[src/rtl/refill_arbiter.sv]
`default_nettype none
// ============================================================================
// Module   : refill_arbiter
// Brief    : Round-robin arbiter sharing one line-refill read port between
//            the icache and dcache; steers returning beats to the winner.
// Revision : 1.0
// ============================================================================
module refill_arbiter #(
    parameter int BEATS_PER_LINE = 8,
    parameter int OFFSET_W       = 6
) (
    input  logic                              clk,
    input  logic                              rst,
    input  logic                              ic_req,
    input  logic [63:0]                       ic_addr,
    output logic                              ic_gnt,
    output logic                              ic_beat_valid,
    output logic                              ic_done,
    input  logic                              dc_req,
    input  logic [63:0]                       dc_addr,
    output logic                              dc_gnt,
    output logic                              dc_beat_valid,
    output logic                              dc_done,
    output logic [63:0]                       beat_data,
    output logic [$clog2(BEATS_PER_LINE)-1:0] beat_idx,
    output logic                              mem_req,
    output logic [63:0]                       mem_addr,
    input  logic                              mem_ack,
    input  logic                              mem_beat_valid,
    input  logic [63:0]                       mem_data,
    input  logic                              mem_last,
    output logic                              err
);

    localparam int               IDX_W     = $clog2(BEATS_PER_LINE);
    localparam logic [IDX_W-1:0] LAST_IDX  = IDX_W'(BEATS_PER_LINE - 1);
    localparam logic [IDX_W-1:0] ONE_IDX   = IDX_W'(1);
    localparam logic [63:0]      ADDR_MASK = ~((64'd1 << OFFSET_W) - 64'd1);

    typedef enum logic [1:0] {
        IDLE = 2'd0,
        REQ  = 2'd1,
        DATA = 2'd2,
        DONE = 2'd3
    } state_t;

    state_t             state, state_next;
    logic               gnt_ic, gnt_ic_next;
    logic               gnt_dc, gnt_dc_next;
    logic [63:0]        addr, addr_next;
    logic [IDX_W-1:0]   cnt, cnt_next;
    logic               last_dc, last_dc_next;
    logic               err_q, err_next;
    logic               pick_dc;

    // On a tie the requester that did not win the previous line gets the port.
    assign pick_dc = dc_req && (!ic_req || !last_dc);

    always_ff @(posedge clk or negedge rst) begin
        if (!rst) begin
            state   <= IDLE;
            gnt_ic  <= 1'b0;
            gnt_dc  <= 1'b0;
            addr    <= '0;
            cnt     <= '0;
            last_dc <= 1'b0;
            err_q   <= 1'b0;
        end else begin
            state   <= state_next;
            gnt_ic  <= gnt_ic_next;
            gnt_dc  <= gnt_dc_next;
            addr    <= addr_next;
            cnt     <= cnt_next;
            last_dc <= last_dc_next;
            err_q   <= err_next;
        end
    end

    always_comb begin
        state_next   = state;
        gnt_ic_next  = gnt_ic;
        gnt_dc_next  = gnt_dc;
        addr_next    = addr;
        cnt_next     = cnt;
        last_dc_next = last_dc;
        err_next     = err_q;
        case (state)
            IDLE: begin
                if (ic_req || dc_req) begin
                    gnt_ic_next = !pick_dc;
                    gnt_dc_next = pick_dc;
                    addr_next   = (pick_dc ? dc_addr : ic_addr) & ADDR_MASK;
                    cnt_next    = '0;
                    state_next  = REQ;
                end
            end
            REQ: begin
                if (mem_ack) begin
                    state_next = DATA;
                end
            end
            DATA: begin
                if (mem_beat_valid) begin
                    cnt_next = cnt + ONE_IDX;
                    if (cnt == LAST_IDX) begin
                        state_next = DONE;
                        if (!mem_last) begin
                            err_next = 1'b1;
                        end
                    end else if (mem_last) begin
                        // Short burst: close the line early and flag it.
                        err_next   = 1'b1;
                        state_next = DONE;
                    end
                end
            end
            DONE: begin
                last_dc_next = gnt_dc;
                gnt_ic_next  = 1'b0;
                gnt_dc_next  = 1'b0;
                state_next   = IDLE;
            end
            default: begin
                state_next = IDLE;
            end
        endcase
    end

    assign ic_gnt        = gnt_ic;
    assign dc_gnt        = gnt_dc;
    assign mem_req       = (state == REQ);
    assign mem_addr      = addr;
    assign err           = err_q;
    assign beat_data     = mem_data;
    assign beat_idx      = cnt;
    assign ic_beat_valid = (state == DATA) && mem_beat_valid && gnt_ic;
    assign dc_beat_valid = (state == DATA) && mem_beat_valid && gnt_dc;
    assign ic_done       = (state == DONE) && gnt_ic;
    assign dc_done       = (state == DONE) && gnt_dc;

endmodule
`default_nettype wire

[config.mk]
export PLATFORM = sky130hd
export DESIGN_NAME = refill_arbiter
export DESIGN_NICKNAME = d
export VERILOG_FILES = /design/src/rtl/refill_arbiter.sv
export SDC_FILE = /design/constraint.sdc
export NUM_CORES = 1
export LEC_CHECK = 0
export ABC_AREA = 1
export CAP_MARGIN = 20
export CORE_AREA = 2 2 130 132
export DETAILED_ROUTE_END_ITERATION = 6
export DIE_AREA = 0 0 132 134
export PLACE_DENSITY_LB_ADDON = 0.2
export SKIP_CTS_REPAIR_TIMING = 1
export SLEW_MARGIN = 20
export SYNTH_ARGS = -nofsm -noshare
export SYNTH_HDL_FRONTEND = slang
export SYNTH_SLANG_ARGS = --single-unit
[constraint.sdc]
create_clock -name clk -period 1.8 [get_ports clk]
set_input_delay 0.18 -clock clk [delete_from_list [all_inputs] [get_ports clk]]
set_output_delay 0.18 -clock clk [all_outputs]
set_load 0.005 [all_outputs]
==> results_dict.tcl, run 1 <==
set metrics [dict create \
    status "finished, final reports clean" \
    num-fill-cells 1708 \
    htreeDepth 3 \
    drt-initial-drc-count 126 \
    worstSkewPairLatency_ns 0.33 \
    die_area_um2 17700 \
    cts-root-buf "clkbuf_16" \
    finalCritPeriodShare_pct 97.1 \
    path_cells "ha_2 -> nand2_1 -> inv_1 -> clkdlybuf4s50_1" \
    cp.arrival_ns 1.57 \
    min_to "beat_data[22]" \
    grt_overflow_total 0 \
    synth.ff_latch_count 67 \
    holdPathStages 0 \
    powerDensity_nw_per_um2 1510 \
    num_rows 47 \
    grt_pass1_vias 3642 \
    grt_pass1_wl_mm 19.6 \
    design.core.area_um2 16300 \
    clockPowerShare_pct 19.9 \
    min_path_type "input port to primary output" \
    synth_cells 460 \
    fin_util_pct 35.4 \
    cp_slowest_cell "clkdlybuf4s50_1" \
    leakage_nw 2.56 \
    n_antenna_cell 0 \
    period_needed_ns 1.75 \
    synth_area_per_cell_um2 8.06 \
    antenna_found_initial 0 \
    die_h_um 134 \
    gp_routability_congestion 0.735 \
    viasPerCell 4.34 \
    synthDistinctLibCells 20 \
    switching_share_pct 34.7 \
    dpl_cell_area_um2 5430 \
    rsz0062_at_grt "true" \
    synth_top_area_share_pct 45.2 \
    drtPass1Iterations 4 \
    cts_tree "done" \
    fin_area_um2 5770 \
    pwr-share-seq_pct 30.8 \
    final_nets 793 \
    final_layout_size_suffix_gt1_share_pct 6.44 \
    vias 3519 \
    max_freq_mhz 572 \
    io_buffers 191 \
    setup_viol 0 \
    wire_per_inst_um 15.7 \
    netlist_area_um2 3710 \
    end_kind "primary output" \
    cp_top_family "buffers and inverters" \
    dp_hpwl_mm 8.91 \
    irDropWorstVdd_v 0.000598 \
    p_sw_mw 3.02 \
    instances_no_fill 810 \
    place_inst 792 \
    cts.clk_slew.worst_paths_ns 0.05 \
    clkSinkCount 67 \
    cpPeakStageDelay_ns 0.49 \
    drt-total-wl_mm 12.7 \
    drv_cap 0 \
    rr_worst_depth 7 \
    finalMaxSlewViolations 0 \
    register_area_um2 1680 \
    reg2reg_to "mem_addr[41]$_DFFE_PN0P_" \
    die_w_um 132 \
    internal-power_mw 5.69 \
    ff2ff_setup_slack_ns 0.33 \
    gr-usage-met3_pct 3.59 \
    grt_util_met2_pct 25.3 \
    finalSetupTns_ns 0 \
    clock_skew_ns 0.00568 \
    grtUsageMet1_pct 16.1 \
    drc 0 \
    grt_max_degree 68 \
    p_comb_share_pct 49.4 \
    min_from "mem_data[22]" \
    cp.required_ns 1.62 \
    cp_num_buf_inv 2 \
    path_class "flop to primary output" \
    area_growth_syn_to_layout_pct 55.6 \
    multi_input_area_um2 1380 \
    gr-max-usage-layer "met2" \
    yosysWarnings 0 \
    cts_buffers 9 \
    synth_top_cell_by_area "dfrtp_1" \
    clockBufferDepth 2 \
    initial_utilization_pct 22.8 \
    ys_top_cells_by_area "dfrtp_1 (45%), nand3_1 (16%), buf_4 (15%), nand2_1 (14%), ha_1 (2.7%)" \
    yosysSeqAreaShare_pct 45.2 \
    grtUsageTotal_pct 14.2 \
    worstPathMaxFanout 4 \
    postRouteAntennaNets 0 \
    ioPinCount 338 \
    start_kind "flop" \
    rr_startpoint "state[1]$_DFFE_PN0P_" \
    hold_violations 0 \
]
==> registers in the layout, indices dropped and copies added, names as in the netlist <==
signal    flops
err           1
mem_addr     58
beat_idx      3
dc_gnt        1
state         2
last_dc       1
ic_gnt        1
==> Yosys cell counts, drive strengths merged <==
cell and instances:
nand2 142, dfrtp 67, nor2 5, inv 15
ha 8, o21ai 2, nand3 120, buf 91
clkbuf 3, nand4 2, o211ai 2, a21o 1
conb 1, nand3b 1
==> cell families after synthesis <==
kind of cell | synth area share, %
simple gates | 32.1
buf+inv | 19.0
flops | 45.2
fa+ha+maj | 2.70
compound gates | 0.877
other cells | 0.101
==> stage by stage <==
stage	setup slack [ns]	hold slack (ns)	power (mW)
after floorplan	0.397	-0.116	4.58
after global placement	0.163	0.243	6.91
after detailed placement	0.146	0.244	7.00
after CTS	-0.238	-0.127	8.81
after global routing	-0.0250	0.360	9.37
final	0.0516	0.360	8.71
==> cell type report <==
type                       count  share of cell area, %
sequential                    67                   29.1
tap                          220                   4.77
inverter                      15                   1.02
timing repair buffer         204                   36.4
multi-input combinational    289                   23.8
clock buffer                  10                   3.97
clock inverter                 5                  0.954
==> cell usage in the layout, fill, tap and decap left out, drive strengths merged <==
| cell type | Yosys | routed |
|---|---|---|
| nor2 | 5 | 5 |
| o21ai | 2 | 2 |
| bufinv | 0 | 1 |
| clkdlybuf4s50 | 0 | 188 |
| nand4 | 2 | 2 |
| conb | 1 | 6 |
| dlymetal6s2s | 0 | 2 |
| ha | 8 | 8 |
| a21o | 1 | 1 |
| nand3b | 1 | 1 |
| nand3 | 120 | 120 |
| nand2 | 142 | 142 |
| clkbuf | 3 | 10 |
| dlygate4sd3 | 0 | 1 |
| o211ai | 2 | 2 |
| clkinv | 0 | 2 |
| clkinvlp | 0 | 2 |
| buf | 91 | 13 |
| inv | 15 | 15 |
| dfrtp | 67 | 67 |
==> worst max path at each step <==
stage	startpoint	endpoint	slack, ns	cells after the start
2_1_floorplan	state[0]$_DFFE_PN0P_	mem_addr[16]$_DFFE_PN0P_	0.40	8
3_3_place_gp	ic_req	mem_addr[41]$_DFFE_PN0P_	0.16	6
3_5_place_dp	ic_req	mem_addr[41]$_DFFE_PN0P_	0.15	6
4_1_cts	state[0]$_DFFE_PN0P_	dc_beat_valid	-0.24	5
5_1_grt	state[0]$_DFFE_PN0P_	dc_done	-0.03	4
6_report	state[0]$_DFFE_PN0P_	dc_done	0.05	4
==> routing by layer <==
metal  routed length, µm  up-vias
li1                    -     1667
met3                 831       29
met4                 313        0
met2                6560      152
met5                   0        -
met1                4990     1671
==> power groups by stage <==
| stage | combinational [mW] | clock (mW) | sequential, mW |
|---|---|---|---|
| floorplan | 1.86 | 0 | 2.72 |
| global placement | 4.24 | 0 | 2.67 |
| detailed placement | 4.31 | 0 | 2.69 |
| CTS | 4.32 | 1.81 | 2.67 |
| global route | 4.74 | 1.86 | 2.77 |
| finish | 4.30 | 1.73 | 2.68 |
No activity file was read; power rests on OpenSTA's default activity.
==> inputs of run 2 (changes only) <==
Clock period 1.8 ns to 1.9 ns, I/O delays scaled along.
==> results_dict.tcl, run 2 (same netlist as run 1, synthesis figures left out) <==
set metrics [dict create \
    final_nets 793 \
    dp_hpwl_mm 8.74 \
    finalMaxSlewViolations 0 \
    grt_overflow_total 0 \
    area_growth_syn_to_layout_pct 55.4 \
    cts_buffers 9 \
    drtPass1Iterations 4 \
    start_kind "flop" \
    finalSetupTns_ns 0 \
    wire_per_inst_um 15.3 \
    layout_common_cells "clkdlybuf4s50_1 (188), nand2_1 (140), nand3_1 (120), dfrtp_1 (67), inv_1 (13)" \
    gp_routability_congestion 0.731 \
    io_buffers 191 \
    clkSinkCount 67 \
    worstSkewPairLatency_ns 0.32 \
    final_common_cell "clkdlybuf4s50_1" \
    leakage_nw 2.57 \
    dpl_cell_area_um2 5430 \
    initial_utilization_pct 22.8 \
    period_needed_ns 1.85 \
    htreeDepth 3 \
    whs_ns 0.380 \
    viasPerCell 4.33 \
    place_inst 791 \
    cp_num_buf_inv 3 \
    hold_violations 0 \
    min_path_type "input port to primary output" \
    fin_util_pct 35.4 \
    ioPinCount 338 \
    antenna_found_initial 0 \
    cpPeakStageDelay_ns 0.49 \
    clockPowerShare_pct 19.9 \
    drt-total-wl_mm 12.4 \
    num_rows 47 \
    cts_tree "done" \
    grt_pass1_vias 3521 \
    grtUsageTotal_pct 13.9 \
    postRouteAntennaNets 0 \
    num-fill-cells 1691 \
    cp.arrival_ns 1.66 \
    drt-initial-drc-count 126 \
    largest_reg_flops 58 \
    die_w_um 132 \
    cts-root-buf "clkbuf_16" \
    finalCritPeriodShare_pct 97.5 \
    cp.required_ns 1.71 \
    max_freq_mhz 540 \
    final_layout_size_suffix_gt1_share_pct 5.94 \
    p_comb_share_pct 49.2 \
    design.core.area_um2 16300 \
    drv_cap 0 \
    internal-power_mw 5.41 \
    irDropWorstVdd_v 0.000597 \
    fin_area_um2 5760 \
    path_cells "buf_4 -> ha_2 -> nand2_1 -> inv_1 -> clkdlybuf4s50_1" \
    switching_share_pct 34.0 \
    die_h_um 134 \
    die_area_um2 17700 \
    end_kind "primary output" \
    n_antenna_cell 0 \
    worstPathMaxFanout 3 \
    pwr-share-seq_pct 30.9 \
    grt_max_degree 68 \
    clockBufferDepth 2 \
    cp_slowest_cell "clkdlybuf4s50_1" \
    setup_viol 0 \
    vias 3503 \
    cp_top_family "buffers and inverters" \
    clock_skew_ns 0.00594 \
    instances_no_fill 809 \
    cts.clk_slew.worst_paths_ns 0.05 \
    path_class "flop to primary output" \
    grt_pass1_wl_mm 19.2 \
    status "finished, final reports clean" \
    powerDensity_nw_per_um2 1420 \
    drc 0 \
    p_sw_mw 2.79 \
]
-- run 2: layer usage --
layer  GRT usage [%]  vias to the layer above  part of all wire, %
li1                -                     1670                    -
met1            15.9                     1630                   40
met2            24.2                      166                   51
met3            3.44                       37                  6.6
met4            6.94                        0                  2.9
met5               0                        -                    0
-- run 2: metrics by stage --
| stage | setup WS, ns | total power [mW] |
|---|---|---|
| after floorplan | 0.497 | 4.33 |
| after global placement | 0.245 | 6.53 |
| after detailed placement | 0.223 | 6.58 |
| after CTS | -0.156 | 8.30 |
| after global routing | -0.00542 | 8.88 |
| final | 0.0470 | 8.20 |
-- run 2: power groups by stage --
stage / Combinational [mW] / Sequential [mW] / Clock [mW]
2_1_floorplan: 1.76 / 2.58 / 0
3_3_place_gp: 4.01 / 2.53 / 0
3_5_place_dp: 4.04 / 2.54 / 0
4_1_cts: 4.05 / 2.53 / 1.72
5_1_grt: 4.48 / 2.62 / 1.79
6_report: 4.03 / 2.53 / 1.63
-- run 2: cell type report --
cell class | count | area [µm²] | area share (%)
Clock buffer | 11 | 243 | 4.21
Clock inverter | 3 | 40.0 | 0.695
Inverter | 15 | 56.3 | 0.977
Multi-Input combinational cell | 289 | 1370 | 23.8
Sequential cell | 67 | 1680 | 29.1
Tap cell | 220 | 275 | 4.78
Timing Repair Buffer | 204 | 2100 | 36.4
-- run 2: final timing paths --
check	from	to	slack [ns]	depth (start not counted)
min	mem_data[22]	beat_data[22]	0.38	0
min reg2reg	err$_DFFE_PN0P_	err$_DFFE_PN0P_	0.46	1
max	state[0]$_DFFE_PN0P_	dc_done	0.05	5
min in group asynchronous	rst	mem_addr[20]$_DFFE_PN0P_	0.42	3
max in group asynchronous	rst	mem_addr[49]$_DFFE_PN0P_	1.16	3
max reg2reg	state[0]$_DFFE_PN0P_	mem_addr[6]$_DFFE_PN0P_	0.21	8
-- run 2: worst register-to-register path, stage by stage (launching register included) --
cell and delay, ns:
dfrtp_1 0.41, inv_2 0.11, buf_4 0.11, ha_1 0.28, inv_2 0.12, nor2_4 0.18
buf_12 0.20, nand3_1 0.13, nand3_1 0.08
